==> config.mk <==
export PLATFORM = sky130hd
export DESIGN_NAME = ram_arbiter_flat
export DESIGN_NICKNAME = d
export VERILOG_FILES = /design/src/rtl/ram_arbiter_if.sv /design/src/rtl/ram_arbiter.sv /design/src/flat_wrapper.sv
export SDC_FILE = /design/constraint.sdc
export NUM_CORES = 1
export LEC_CHECK = 0
export BUFFER_PORTS_ARGS = -buffer_cell sky130_fd_sc_hd__buf_2
export CAP_MARGIN = 20
export CORE_MARGIN = 2
export CORE_UTILIZATION = 49
export CTS_CLUSTER_DIAMETER = 120
export DETAILED_ROUTE_END_ITERATION = 10
export HOLD_SLACK_MARGIN = 0.15
export PLACE_DENSITY = 0.94
export SLEW_MARGIN = 20
export SYNTH_ARGS = -nofsm -noshare
export SYNTH_HDL_FRONTEND = slang
export SYNTH_SLANG_ARGS = --single-unit
==> constraint.sdc <==
create_clock -name clk -period 3.1 [get_ports clk]
set_input_delay 0.155 -clock clk [delete_from_list [all_inputs] [get_ports clk]]
set_output_delay 0.155 -clock clk [all_outputs]
set_load 0.005 [all_outputs]
==> src/rtl/ram_arbiter_if.sv <==
// Bus bundle for ram_arbiter: CPU port, DMA port, shared RAM strobes and busy.
// slave = arbiter side, master = requesters plus RAM device side.
interface ram_arbiter_if;
  logic        cpu_req;
  logic        cpu_we;
  logic [15:0] cpu_addr;
  logic [15:0] cpu_wdata;
  logic [15:0] cpu_rdata;
  logic        cpu_ack;

  logic        dma_req;
  logic        dma_we;
  logic [15:0] dma_addr;
  logic [15:0] dma_wdata;
  logic [15:0] dma_rdata;
  logic        dma_ack;

  logic [15:0] ram_addr;
  logic [15:0] ram_wdata;
  logic [15:0] ram_rdata;
  logic        ram_we;
  logic        ram_oe;
  logic        busy;

  modport slave (
    input  cpu_req, cpu_we, cpu_addr, cpu_wdata,
    output cpu_rdata, cpu_ack,
    input  dma_req, dma_we, dma_addr, dma_wdata,
    output dma_rdata, dma_ack,
    output ram_addr, ram_wdata, ram_we, ram_oe, busy,
    input  ram_rdata
  );

  modport master (
    output cpu_req, cpu_we, cpu_addr, cpu_wdata,
    input  cpu_rdata, cpu_ack,
    output dma_req, dma_we, dma_addr, dma_wdata,
    input  dma_rdata, dma_ack,
    input  ram_addr, ram_wdata, ram_we, ram_oe, busy,
    output ram_rdata
  );
endinterface

==> src/rtl/ram_arbiter.sv <==
// Two-port (CPU/DMA) arbiter and access sequencer for a single external RAM.
// Define RAM_ARB_RR_EN for round-robin tie-breaking; default is fixed CPU priority.
//
// state  | meaning
// IDLE   | sample requests, latch winner, load wait counter
// ACCESS | RAM strobes held from latches, counter runs down to 0
// DONE   | one-cycle ack to the owner, strobes low
module ram_arbiter #(
  parameter int WAIT_CYCLES = 1
) (
  input  logic          clk,
  input  logic          r,
  ram_arbiter_if.slave  bus
);

  typedef enum logic [1:0] {
    IDLE   = 2'd0,
    ACCESS = 2'd1,
    DONE   = 2'd2
  } state_t;

  localparam logic [3:0] CNT_LOAD = 4'(WAIT_CYCLES - 1);

  state_t      state;
  logic        owner_dma;
  logic [3:0]  cnt;
  logic [15:0] rd_reg;

  logic        any_req;
  logic        prefer_dma;
  logic        grant_dma;
  logic        sel_we;
  logic [15:0] sel_addr;
  logic [15:0] sel_wdata;

`ifdef RAM_ARB_RR_EN
  logic last_dma;
  assign prefer_dma = ~last_dma;
`else
  assign prefer_dma = 1'b0;
`endif

  assign any_req   = bus.cpu_req | bus.dma_req;
  assign grant_dma = bus.dma_req & (~bus.cpu_req | prefer_dma);
  assign sel_we    = grant_dma ? bus.dma_we    : bus.cpu_we;
  assign sel_addr  = grant_dma ? bus.dma_addr  : bus.cpu_addr;
  assign sel_wdata = grant_dma ? bus.dma_wdata : bus.cpu_wdata;

  // Both ports present the shared read register.
  assign bus.cpu_rdata = rd_reg;
  assign bus.dma_rdata = rd_reg;

  // ram_we doubles as the latched write flag for the whole ACCESS phase.
  always_ff @(posedge clk or negedge r) begin
    if (!r) begin
      state         <= IDLE;
      owner_dma     <= 1'b0;
      cnt           <= 4'd0;
      rd_reg        <= 16'h0000;
      bus.ram_addr  <= 16'h0000;
      bus.ram_wdata <= 16'h0000;
      bus.ram_we    <= 1'b0;
      bus.ram_oe    <= 1'b0;
      bus.busy      <= 1'b0;
      bus.cpu_ack   <= 1'b0;
      bus.dma_ack   <= 1'b0;
`ifdef RAM_ARB_RR_EN
      last_dma      <= 1'b1;
`endif
    end else begin
      case (state)
        IDLE: begin
          if (any_req) begin
            owner_dma     <= grant_dma;
            bus.ram_addr  <= sel_addr;
            bus.ram_wdata <= sel_wdata;
            bus.ram_we    <= sel_we;
            bus.ram_oe    <= ~sel_we;
            bus.busy      <= 1'b1;
            cnt           <= CNT_LOAD;
            state         <= ACCESS;
`ifdef RAM_ARB_RR_EN
            last_dma      <= grant_dma;
`endif
          end
        end
        ACCESS: begin
          if (cnt == 4'd0) begin
            if (!bus.ram_we) rd_reg <= bus.ram_rdata;
            bus.ram_we  <= 1'b0;
            bus.ram_oe  <= 1'b0;
            bus.cpu_ack <= ~owner_dma;
            bus.dma_ack <= owner_dma;
            state       <= DONE;
          end else begin
            cnt <= cnt - 4'd1;
          end
        end
        DONE: begin
          bus.cpu_ack <= 1'b0;
          bus.dma_ack <= 1'b0;
          bus.busy    <= 1'b0;
          state       <= IDLE;
        end
        default: state <= IDLE;
      endcase
    end
  end

endmodule

==> src/flat_wrapper.sv <==
// flat-port wrapper written by rule: the top's interface ports become plain ports
module ram_arbiter_flat 
#(
  parameter int WAIT_CYCLES = 1
)
  (clk, r, bus_cpu_req, bus_cpu_we, bus_cpu_addr, bus_cpu_wdata, bus_cpu_rdata, bus_cpu_ack, bus_dma_req, bus_dma_we, bus_dma_addr, bus_dma_wdata, bus_dma_rdata, bus_dma_ack, bus_ram_addr, bus_ram_wdata, bus_ram_we, bus_ram_oe, bus_busy, bus_ram_rdata);
  ram_arbiter_if bus_i ();
  input  logic clk;
  input  logic r;
  input wire logic [$bits(bus_i.cpu_req)-1:0] bus_cpu_req;
  input wire logic [$bits(bus_i.cpu_we)-1:0] bus_cpu_we;
  input wire logic [$bits(bus_i.cpu_addr)-1:0] bus_cpu_addr;
  input wire logic [$bits(bus_i.cpu_wdata)-1:0] bus_cpu_wdata;
  output wire logic [$bits(bus_i.cpu_rdata)-1:0] bus_cpu_rdata;
  output wire logic [$bits(bus_i.cpu_ack)-1:0] bus_cpu_ack;
  input wire logic [$bits(bus_i.dma_req)-1:0] bus_dma_req;
  input wire logic [$bits(bus_i.dma_we)-1:0] bus_dma_we;
  input wire logic [$bits(bus_i.dma_addr)-1:0] bus_dma_addr;
  input wire logic [$bits(bus_i.dma_wdata)-1:0] bus_dma_wdata;
  output wire logic [$bits(bus_i.dma_rdata)-1:0] bus_dma_rdata;
  output wire logic [$bits(bus_i.dma_ack)-1:0] bus_dma_ack;
  output wire logic [$bits(bus_i.ram_addr)-1:0] bus_ram_addr;
  output wire logic [$bits(bus_i.ram_wdata)-1:0] bus_ram_wdata;
  output wire logic [$bits(bus_i.ram_we)-1:0] bus_ram_we;
  output wire logic [$bits(bus_i.ram_oe)-1:0] bus_ram_oe;
  output wire logic [$bits(bus_i.busy)-1:0] bus_busy;
  input wire logic [$bits(bus_i.ram_rdata)-1:0] bus_ram_rdata;
  assign bus_i.cpu_req = bus_cpu_req;
  assign bus_i.cpu_we = bus_cpu_we;
  assign bus_i.cpu_addr = bus_cpu_addr;
  assign bus_i.cpu_wdata = bus_cpu_wdata;
  assign bus_cpu_rdata = bus_i.cpu_rdata;
  assign bus_cpu_ack = bus_i.cpu_ack;
  assign bus_i.dma_req = bus_dma_req;
  assign bus_i.dma_we = bus_dma_we;
  assign bus_i.dma_addr = bus_dma_addr;
  assign bus_i.dma_wdata = bus_dma_wdata;
  assign bus_dma_rdata = bus_i.dma_rdata;
  assign bus_dma_ack = bus_i.dma_ack;
  assign bus_ram_addr = bus_i.ram_addr;
  assign bus_ram_wdata = bus_i.ram_wdata;
  assign bus_ram_we = bus_i.ram_we;
  assign bus_ram_oe = bus_i.ram_oe;
  assign bus_busy = bus_i.busy;
  assign bus_i.ram_rdata = bus_ram_rdata;
  ram_arbiter #(.WAIT_CYCLES(WAIT_CYCLES)) u_core (.clk(clk), .r(r), .bus(bus_i));
endmodule
==> results of run 1 <==
==> stage by stage <==
stage	power (mW)	hold slack, ns	std cells	util [%]
finish	3.908	0.1715	455	69.96
floorplan	2.473	-0.1406	215	-
detailed placement	3.021	0.3654	420	62.44
global placement	2.925	0.3542	420	62.44
global route	4.173	0.1830	455	69.96
CTS	3.932	0.1647	455	69.92
==> final cells by class <==
class | instances | share of cell area [%]
clock buffer | 12 | 3.768
clock inverter | 4 | 2.309
tap | 75 | 2.279
timing repair buffer | 176 | 23.94
inverter | 3 | 0.2735
multi-input combinational | 125 | 30.96
sequential | 60 | 36.46
==> flip-flops by register name, indices dropped and copies added (netlist names) <==
| register | flops |
|---|---|
| u_core.bus.cpu_rdata | 16 |
| u_core.owner_dma | 1 |
| u_core.bus.ram_wdata | 16 |
| u_core.state | 2 |
| u_core.cnt | 4 |
| u_core.bus.ram_oe | 1 |
| u_core.bus.ram_we | 1 |
| u_core.bus.dma_ack | 1 |
| u_core.bus.ram_addr | 16 |
| u_core.bus.busy | 1 |
| u_core.bus.cpu_ack | 1 |
==> power by group <==
group	switching, mW	internal (mW)
logic	0.634	0.942
clock network	0.297	0.577
registers	0.279	1.18
total	1.21	2.70
==> logic make-up (layout without fill, tap and decap cells) <==
family / count (synthesis) / in the layout / synth area share (%)
and+or+nand+nor: 21 / 21 / 4.736
DFF: 60 / 60 / 50.74
muxes: 83 / 83 / 32.77
AOI/OAI and AO/OA: 19 / 19 / 4.271
buffers and inverters: 30 / 195 / 6.638
adders and majority gates: 2 / 2 / 0.8455
==> worst register-to-register path, cell delays in order (launching register included) <==
cell	delay (ns)
sky130_fd_sc_hd__dfrtp_1	0.56
sky130_fd_sc_hd__nand2b_4	0.25
sky130_fd_sc_hd__or4_4	0.66
sky130_fd_sc_hd__mux2_4	0.37
==> worst min path at each step <==
stage | to | depth (start not counted)
after floorplan | u_core.bus.busy$_DFFE_PN0P_ | 0
after global placement | u_core.bus.cpu_rdata[12]$_DFFE_PN0P_ | 1
final | u_core.bus.ram_oe$_DFFE_PN0P_ | 3
after detailed placement | u_core.bus.cpu_rdata[0]$_DFFE_PN0P_ | 1
after global routing | u_core.bus.ram_addr[7]$_DFFE_PN0P_ | 3
after CTS | u_core.bus.ram_oe$_DFFE_PN0P_ | 3
==> layer usage <==
layer  GRT usage (%)  vias to the layer above
met1           21.45                     1063
li1                -                     1080
met2           39.43                      103
met4           9.500                        0
met3           5.385                       15
met5               0                        -
==> cells in the final DEF (no fill, tap or decap), types with 4 or more instances in the layout <==
master | netlist | routed
sky130_fd_sc_hd__a21oi_1 | 4 | 4
sky130_fd_sc_hd__buf_2 | 7 | 153
sky130_fd_sc_hd__dlygate4sd3_1 | 0 | 19
sky130_fd_sc_hd__clkbuf_8 | 0 | 11
sky130_fd_sc_hd__mux2_4 | 10 | 10
sky130_fd_sc_hd__dfrtp_1 | 60 | 60
sky130_fd_sc_hd__o21ai_0 | 5 | 5
sky130_fd_sc_hd__nor2_1 | 4 | 4
sky130_fd_sc_hd__buf_4 | 16 | 4
sky130_fd_sc_hd__mux2_2 | 71 | 71
==> flow_summary.html, run 1 <==
<table>
<tr><th>Metric</th><th>Value</th></tr>
<tr><th colspan="2">Routing</th></tr>
<tr><td>DRT Pass-1 Iters</td><td>4</td></tr>
<tr><td>Post-Route M1 WL</td><td>2593 µm</td></tr>
<tr><td>Remaining number of nets flagged by the antenna check after routing</td><td>0</td></tr>
<tr><td>Iter 0 DRT Violations</td><td>52</td></tr>
<tr><td>Met2 routed wirelength</td><td>between 3000 and 4000 µm</td></tr>
<tr><td>Vias per cell</td><td>between 4 and 5</td></tr>
<tr><td>Post-detailed-route DRC marker count</td><td>0</td></tr>
<tr><td>Total via count in the routed design</td><td>roughly 2300</td></tr>
<tr><td>Highest metal used</td><td>met4</td></tr>
<tr><td>WL/cell</td><td>between 15 and 20 µm</td></tr>
<tr><td>Final WL</td><td>~6900 µm</td></tr>
<tr><td>Sum of met3 wire segment lengths after detailed routing</td><td>about 470 µm</td></tr>
<tr><th colspan="2">Logic synthesis</th></tr>
<tr><td>Predominant post-synthesis flop cell</td><td>sky130_fd_sc_hd__dfrtp_1</td></tr>
<tr><td>Cell type contributing the most total cell area after synthesis</td><td>sky130_fd_sc_hd__dfrtp_1</td></tr>
<tr><td>Post-synthesis instance total</td><td>215</td></tr>
<tr><td>Netlist area before placement</td><td>0.002959 mm²</td></tr>
<tr><td>Synth area leaders</td><td>sky130_fd_sc_hd__dfrtp_1, sky130_fd_sc_hd__mux2_2, sky130_fd_sc_hd__mux2_4, sky130_fd_sc_hd__buf_4, sky130_fd_sc_hd__buf_2</td></tr>
<tr><td>Warnings from Yosys</td><td>0</td></tr>
<tr><td>Flip-flop and latch count after synthesis</td><td>60</td></tr>
<tr><td>Total nets after synthesis</td><td>a little over 300</td></tr>
<tr><td>Most repeated cell in the gate-level netlist after synthesis</td><td>sky130_fd_sc_hd__mux2_2</td></tr>
<tr><td>Share of the synthesized area in the top cell type</td><td>50.74%</td></tr>
<tr><td>Mean cell area of the mapped netlist</td><td>roughly 14 µm²</td></tr>
<tr><td>Synth unique cells</td><td>32</td></tr>
<tr><td>Synth cell count leaders</td><td>sky130_fd_sc_hd__mux2_2, sky130_fd_sc_hd__dfrtp_1, sky130_fd_sc_hd__buf_4, sky130_fd_sc_hd__mux2_4, sky130_fd_sc_hd__buf_2</td></tr>
<tr><td>Proportion of register bits with asynchronous set or reset after synthesis</td><td>between 90% and 100%</td></tr>
<tr><td>Post-synthesis sequential area ratio</td><td>approximately half</td></tr>
<tr><td>Number of synthesized flops with an enable pin</td><td>0</td></tr>
<tr><th colspan="2">Critical path</th></tr>
<tr><td>Critical path class</td><td>input pin to register</td></tr>
<tr><td>Crit-path max cell delay</td><td>approximately 0.70 ns</td></tr>
<tr><td>Critical path buffer and inverter count</td><td>2</td></tr>
<tr><td>Endpoint of the lowest-slack register-to-register path</td><td>u_core.bus.cpu_rdata[3]$_DFFE_PN0P_</td></tr>
<tr><td>Most used cell along the critical path</td><td>sky130_fd_sc_hd__mux2_2</td></tr>
<tr><td>Crit-path slowest cell</td><td>sky130_fd_sc_hd__nor2b_4</td></tr>
<tr><td>Worst Path Required</td><td>3.31 ns</td></tr>
<tr><td>Depth of the worst register-to-register path</td><td>3</td></tr>
<tr><td>Reg-to-reg critical path startpoint</td><td>u_core.state[1]$_DFFE_PN0P_</td></tr>
<tr><td>End point of the critical path</td><td>u_core.bus.ram_addr[12]$_DFFE_PN0P_</td></tr>
<tr><td>Series of cell instances along the critical path</td><td>dlygate4sd3_1 -&gt; buf_2 -&gt; nor2b_4 -&gt; mux2_2 -&gt; mux2_2</td></tr>
<tr><td>Source of the critical timing path</td><td>bus_cpu_req</td></tr>
<tr><td>Largest fanout on the critical path</td><td>33</td></tr>
<tr><td>Kind of capture point of the worst setup path</td><td>register</td></tr>
<tr><td>Element type at the critical path start</td><td>input pin</td></tr>
<tr><td>R2R setup slack</td><td>roughly 1.2 ns</td></tr>
<tr><td>Critical path depth</td><td>5</td></tr>
<tr><td>Crit path max-delay family</td><td>buffers and inverters</td></tr>
<tr><td>Data arrival at the endpoint of the critical path</td><td>2.26 ns</td></tr>
<tr><th colspan="2">Placement</th></tr>
<tr><td>Placement-stage worst setup slack</td><td>1.177 ns</td></tr>
<tr><td>Final HPWL from detailed placement</td><td>slightly below 5000 µm</td></tr>
<tr><td>Number of buffer cells added on primary ports</td><td>approximately 150</td></tr>
<tr><td>Weighted congestion at the end of routability-driven global placement</td><td>between 0.8 and 0.9</td></tr>
<tr><td>Area after DPL</td><td>roughly 0.0037 mm²</td></tr>
<tr><th colspan="2">Timing</th></tr>
<tr><td>Relative slew margins</td><td>40.41%</td></tr>
<tr><td>Setup skew after layout</td><td>~0.0075 ns</td></tr>
<tr><td>Final Setup Violations</td><td>0</td></tr>
<tr><td>Slew Limit Fails</td><td>0</td></tr>
<tr><td>Final critical-path required period</td><td>2.051 ns</td></tr>
<tr><td>Peak clock frequency supported by timing</td><td>approximately 0.5 GHz</td></tr>
<tr><td>Worst setup slack after layout</td><td>roughly 1.0 ns</td></tr>
<tr><td>Fin Setup TNS</td><td>0 ns</td></tr>
<tr><td>Share of the cycle needed by the critical path after routing</td><td>between 60% and 70%</td></tr>
<tr><td>Measured slew at the worst slew-check pin</td><td>0.8919 ns</td></tr>
<tr><td>RSZ-0062 raised after global routing</td><td>no</td></tr>
<tr><td>Final Hold Fails</td><td>0</td></tr>
<tr><th colspan="2">Final layout</th></tr>
<tr><td>Area growth, synth to finish</td><td>39.15%</td></tr>
<tr><td>Count of inserted antenna diode cells</td><td>0</td></tr>
<tr><td>Combined flip-flop and latch cell area</td><td>approximately 0.0015 mm²</td></tr>
<tr><td>Post-route cell area</td><td>a little over 0.004 mm²</td></tr>
<tr><td>Area occupied by multi-input gates</td><td>roughly 0.0013 mm²</td></tr>
<tr><td>Fraction of final layout cells sized beyond drive strength 1</td><td>around two thirds</td></tr>
<tr><td>Filler instances</td><td>around 420</td></tr>
<tr><td>Number of nets in the layout</td><td>463</td></tr>
<tr><th colspan="2">Global routing</th></tr>
<tr><td>Global-route wire length before repair</td><td>10320 µm</td></tr>
<tr><td>Gr usage total</td><td>around a fifth</td></tr>
<tr><td>Global-route congestion overflow total</td><td>0</td></tr>
<tr><td>Largest net degree at the start of global routing</td><td>47</td></tr>
<tr><td>Number of antenna violations at the first check in global routing</td><td>0</td></tr>
<tr><td>Via count of the first global-routing pass</td><td>2300</td></tr>
<tr><th colspan="2">Pwr</th></tr>
<tr><td>Maximum VDD drop</td><td>0.7073 mV</td></tr>
<tr><td>Power per Cell Area</td><td>around 950 mW/mm²</td></tr>
<tr><td>Leakage</td><td>2.024 nW</td></tr>
<tr><th colspan="2">Clocking</th></tr>
<tr><td>Maximum number of buffers from clock root to sink</td><td>2</td></tr>
<tr><td>H-tree levels</td><td>3</td></tr>
<tr><td>Post-CTS Hold Fix Bufs</td><td>19</td></tr>
<tr><td>Clock latency of the later-clocked register in the worst-skew pair</td><td>between 0.3 and 0.4 ns</td></tr>
<tr><td>Clock transition at the registers of the reported paths</td><td>approximately 0.060 ns</td></tr>
<tr><td>Number of buffers inserted to repair setup after CTS</td><td>0</td></tr>
<tr><td>Num CTS Buffers</td><td>9</td></tr>
<tr><td>TritonCTS clock tree</td><td>built</td></tr>
<tr><td>Number of sinks on the clock net</td><td>60</td></tr>
<tr><td>Resize count post-CTS</td><td>0</td></tr>
<tr><td>Cell at the root of the clock tree</td><td>sky130_fd_sc_hd__clkbuf_8</td></tr>
<tr><th colspan="2">Die</th></tr>
<tr><td>Die boundary height</td><td>81.71 µm</td></tr>
<tr><td>Overall die area</td><td>approximately 0.0067 mm²</td></tr>
<tr><td>Starting density of the core</td><td>around 50%</td></tr>
<tr><td>Rows</td><td>28</td></tr>
<tr><td>Top-level port count</td><td>155</td></tr>
<tr><td>DIE WIDTH</td><td>slightly above 80 µm</td></tr>
<tr><td>Core Box Area</td><td>0.005886 mm²</td></tr>
<tr><th colspan="2">Min path</th></tr>
<tr><td>Type of the most critical hold path</td><td>input pin to register</td></tr>
<tr><td>Worst hold path startpoint</td><td>bus_cpu_we</td></tr>
<tr><th colspan="2">Outcome</th></tr>
<tr><td>Outcome</td><td>complete, no violations</td></tr>
<tr><th colspan="2">Job</th></tr>
<tr><td>Max-cap violations</td><td>0</td></tr>
</table>
(Power assumes the default switching activity.)
==> inputs of run 2 (changes only) <==
--- a/config.mk
+++ b/config.mk
@@ -8,11 +8,11 @@
 export BUFFER_PORTS_ARGS = -buffer_cell sky130_fd_sc_hd__buf_2
 export CAP_MARGIN = 20
 export CORE_MARGIN = 2
-export CORE_UTILIZATION = 49
+export CORE_UTILIZATION = 41
 export CTS_CLUSTER_DIAMETER = 120
 export DETAILED_ROUTE_END_ITERATION = 10
 export HOLD_SLACK_MARGIN = 0.15
-export PLACE_DENSITY = 0.94
+export PLACE_DENSITY = 0.85
 export SLEW_MARGIN = 20
 export SYNTH_ARGS = -nofsm -noshare
 export SYNTH_HDL_FRONTEND = slang
==> constraint.sdc (replaced) <==
create_clock -name clk -period 1.71 [get_ports clk]
set_input_delay 0.0855 -clock clk [delete_from_list [all_inputs] [get_ports clk]]
set_output_delay 0.0855 -clock clk [all_outputs]
set_load 0.005 [all_outputs]
==> run 2 against run 1 <==
Largest cell class is now non-clock buffers. Critical path type is now register to register. Core utilization is 1.2 points higher. Final area is 19% higher. Critical path depth stayed put. Register-to-register slack worse by 1.1 ns. Non-clock buffer count is 80 higher. Global-route usage increased by 2.5 points. Clock power is 35% higher. Count of clock-buffer cells in the layout is 2 higher.
==> flow_summary.html, run 2 (synthesized netlist as in run 1, its figures left out) <==
<table>
<tr><th>Metric</th><th>Value</th></tr>
<tr><th colspan="2">Outcome</th></tr>
<tr><td>Outcome</td><td>complete, no violations</td></tr>
<tr><th colspan="2">Timing</th></tr>
<tr><td>Final Hold Fails</td><td>0 (unchanged)</td></tr>
<tr><td>Measured slew at the worst slew-check pin</td><td>0.6126 ns (-0.2793 ns)</td></tr>
<tr><td>Final critical-path required period</td><td>around 1.7 ns</td></tr>
<tr><td>Share of the cycle needed by the critical path after routing</td><td>roughly 98%</td></tr>
<tr><td>RSZ-0062 raised after global routing</td><td>yes</td></tr>
<tr><td>Peak clock frequency supported by timing</td><td>between 0.5 and 0.6 GHz</td></tr>
<tr><td>Slew Limit Fails</td><td>0 (unchanged)</td></tr>
<tr><td>Setup skew after layout</td><td>0.004705 ns (-0.002830 ns)</td></tr>
<tr><td>Relative slew margins</td><td>59.16% (+19 points)</td></tr>
<tr><td>Final Setup Violations</td><td>0 (unchanged)</td></tr>
<tr><th colspan="2">Die</th></tr>
<tr><td>DIE WIDTH</td><td>88.96 µm (+8.9%)</td></tr>
<tr><td>Core Box Area</td><td>0.006907 mm² (+17%)</td></tr>
<tr><td>Starting density of the core</td><td>42.84% (-7.4 points)</td></tr>
<tr><td>Top-level port count</td><td>155 (unchanged)</td></tr>
<tr><td>Overall die area</td><td>0.007913 mm² (+19%)</td></tr>
<tr><td>Rows</td><td>30 (+7.1%)</td></tr>
<tr><td>Die boundary height</td><td>88.96 µm (+8.9%)</td></tr>
<tr><th colspan="2">Critical path</th></tr>
<tr><td>Critical path class</td><td>register to register</td></tr>
<tr><td>Kind of capture point of the worst setup path</td><td>register</td></tr>
<tr><td>Worst Path Required</td><td>1.92 ns (-1.39 ns)</td></tr>
<tr><td>Element type at the critical path start</td><td>register</td></tr>
<tr><td>Data arrival at the endpoint of the critical path</td><td>1.89 ns (-0.37 ns)</td></tr>
<tr><td>Largest fanout on the critical path</td><td>8 (-76%)</td></tr>
<tr><th colspan="2">Clocking</th></tr>
<tr><td>Maximum number of buffers from clock root to sink</td><td>2 (unchanged)</td></tr>
<tr><td>Clock latency of the later-clocked register in the worst-skew pair</td><td>0.33 ns (about the same)</td></tr>
<tr><td>Cell at the root of the clock tree</td><td>sky130_fd_sc_hd__clkbuf_8</td></tr>
<tr><td>H-tree levels</td><td>3 (unchanged)</td></tr>
<tr><td>Num CTS Buffers</td><td>9 (unchanged)</td></tr>
<tr><td>TritonCTS clock tree</td><td>built</td></tr>
<tr><td>Clock transition at the registers of the reported paths</td><td>0.06 ns (about the same)</td></tr>
<tr><td>Number of sinks on the clock net</td><td>60 (unchanged)</td></tr>
<tr><th colspan="2">Final layout</th></tr>
<tr><td>Fraction of final layout cells sized beyond drive strength 1</td><td>60.22% (-7.9 points)</td></tr>
<tr><td>Area growth, synth to finish</td><td>66.13%</td></tr>
<tr><td>Most frequent cells in the layout</td><td>sky130_fd_sc_hd__buf_2, sky130_fd_sc_hd__dlygate4sd3_1, sky130_fd_sc_hd__mux2_2, sky130_fd_sc_hd__dfrtp_1</td></tr>
<tr><td>Leading cell type in the layout, fill and taps excluded</td><td>sky130_fd_sc_hd__buf_2</td></tr>
<tr><td>Number of nets in the layout</td><td>544 (+17%)</td></tr>
<tr><td>Number of non-filler instances in the completed layout</td><td>556 (+22%)</td></tr>
<tr><td>Post-route cell area</td><td>0.004916 mm² (+19%)</td></tr>
<tr><td>Count of inserted antenna diode cells</td><td>0 (unchanged)</td></tr>
<tr><td>Filler instances</td><td>476 (+13%)</td></tr>
<tr><th colspan="2">Routing</th></tr>
<tr><td>Post-detailed-route DRC marker count</td><td>0 (unchanged)</td></tr>
<tr><td>WL/cell</td><td>16.43 µm (+8.4%)</td></tr>
<tr><td>DRT Pass-1 Iters</td><td>4 (unchanged)</td></tr>
<tr><td>Vias per cell</td><td>4.818 (-3.0%)</td></tr>
<tr><td>Total via count in the routed design</td><td>2679 (+18%)</td></tr>
<tr><td>Final WL</td><td>9137 µm (+32%)</td></tr>
<tr><td>Iter 0 DRT Violations</td><td>52 (unchanged)</td></tr>
<tr><td>Remaining number of nets flagged by the antenna check after routing</td><td>0 (unchanged)</td></tr>
<tr><th colspan="2">Pwr</th></tr>
<tr><td>Maximum VDD drop</td><td>0.7508 mV (+6.2%)</td></tr>
<tr><td>Logic pwr share</td><td>47.7% (+7.4 points)</td></tr>
<tr><td>Reported net switching power</td><td>2.326 mW (+92%)</td></tr>
<tr><td>Fraction of power spent switching nets</td><td>32.36% (+1.4 points)</td></tr>
<tr><td>Leakage</td><td>2.355 nW (+16%)</td></tr>
<tr><td>Internal Dissipation</td><td>4.864 mW (+80%)</td></tr>
<tr><td>Power per Cell Area</td><td>1463 mW/mm² (+54%)</td></tr>
<tr><td>Clock network fraction of design power</td><td>16.5% (-5.9 points)</td></tr>
<tr><td>Proportion of power drawn by flip-flops and latches</td><td>35.9% (-1.4 points)</td></tr>
<tr><th colspan="2">Global routing</th></tr>
<tr><td>Global-route congestion overflow total</td><td>0 (unchanged)</td></tr>
<tr><td>Gr usage total</td><td>23.37% (+2.5 points)</td></tr>
<tr><td>Largest net degree at the start of global routing</td><td>36 (-23%)</td></tr>
<tr><td>Number of antenna violations at the first check in global routing</td><td>0 (unchanged)</td></tr>
<tr><td>Global-route wire length before repair</td><td>13630 µm (+32%)</td></tr>
<tr><td>Via count of the first global-routing pass</td><td>2897 (+26%)</td></tr>
<tr><th colspan="2">Placement</th></tr>
<tr><td>Area after DPL</td><td>0.003811 mm² (+3.7%)</td></tr>
<tr><td>Final HPWL from detailed placement</td><td>5067 µm (+2.2%)</td></tr>
<tr><td>DP Cell Count</td><td>451 (+7.4%)</td></tr>
<tr><td>Number of buffer cells added on primary ports</td><td>154 (unchanged)</td></tr>
<tr><td>Weighted congestion at the end of routability-driven global placement</td><td>0.8121 (-2.8%)</td></tr>
<tr><th colspan="2">Job</th></tr>
<tr><td>Max-cap violations</td><td>0 (unchanged)</td></tr>
<tr><th colspan="2">Min path</th></tr>
<tr><td>Type of the most critical hold path</td><td>input pin to async pin</td></tr>
</table>
-- run 2: changes by cell type in the layout (fill, tap and decap cells not counted), sizes merged --
cell,change
or4,+1
clkbuf,+2
buf,+13
dlygate4sd3,+67
bufinv,-3
-- run 2: routing by layer --
layer  track usage (%)  routed length [µm]  vias to the layer above
li1                  -                   -                     1241
met2             45.73                5051                      106
met5                 0                   0                        -
met3             4.247                 496                       29
met1             22.58                3249                     1303
met4             13.43                 339                        0
-- run 2: power by group through the flow --
stage                     Combinational, mW  Clock, mW  Sequential [mW]
after floorplan                        1.88          0             2.62
after global placement                 2.98          0             2.53
after detailed placement               3.08          0             2.57
after CTS                              3.36       1.22             2.56
after global routing                   3.72       1.28             2.67
final                                  3.43       1.18             2.58
-- run 2: what timing repair did --
action,4_1_cts,5_1_grt
hold buffers,86,0
endpoints found under the hold margin,77,0
gates resized for setup,4,3
setup buffers,2,1
pin swaps,1,2
cloned,1,0
endpoints found under the setup margin,16,17
-- run 2: final timing paths --
| kind | from | endpoint | slack, ns | cells past startpoint |
|---|---|---|---|---|
| worst min register to register | u_core.bus.ram_addr[7]$_DFFE_PN0P_ | u_core.bus.ram_addr[7]$_DFFE_PN0P_ | 0.50 | 1 |
| worst max-delay path | u_core.cnt[0]$_DFFE_PN0P_ | u_core.bus.cpu_rdata[2]$_DFFE_PN0P_ | 0.03 | 5 |
| min in group clk | u_core.bus.ram_addr[7]$_DFFE_PN0P_ | u_core.bus.ram_addr[7]$_DFFE_PN0P_ | 0.50 | 1 |
| worst min-delay path | r | u_core.bus.busy$_DFFE_PN0P_ | 0.30 | 2 |
| max in group asynchronous | r | u_core.bus.ram_wdata[9]$_DFFE_PN0P_ | 0.81 | 3 |
| worst max register to register | u_core.cnt[0]$_DFFE_PN0P_ | u_core.bus.cpu_rdata[2]$_DFFE_PN0P_ | 0.03 | 5 |
-- run 2: worst max-delay path: stages (launching register included) --
cell	delay, ns
sky130_fd_sc_hd__dfrtp_1	0.39
sky130_fd_sc_hd__inv_2	0.09
sky130_fd_sc_hd__ha_4	0.16
sky130_fd_sc_hd__nand2b_4	0.06
sky130_fd_sc_hd__or4_4	0.53
sky130_fd_sc_hd__mux2_4	0.34
-- run 2: final cells by class --
| class | count | area, µm² | share of cell area [%] |
|---|---|---|---|
| inverters | 3 | 11.26 | 0.2291 |
| flip-flops and latches | 60 | 1501 | 30.54 |
| clock inverters | 1 | 5.005 | 0.1018 |
| clock buffers | 14 | 182.7 | 3.716 |
| well taps | 96 | 120.1 | 2.443 |
| repair buffers | 256 | 1789 | 36.40 |
| multi-input cells | 126 | 1306 | 26.57 |
-- run 2: through the flow --
step | worst slack [ns] | hold WS, ns | TNS (ns) | util (%) | power [mW]
floorplan | -0.08440 | -0.2101 | -0.8440 | - | 4.497
global placement | 0.0001658 | 0.1206 | 0 | 55.18 | 5.510
detailed placement | -0.03948 | 0.1307 | -0.4099 | 55.18 | 5.651
CTS | -0.01545 | 0.3033 | -0.06571 | 71.00 | 7.144
global route | -0.005992 | 0.3576 | -0.007257 | 71.18 | 7.669
finish | 0.03251 | 0.2984 | 0 | 71.18 | 7.190
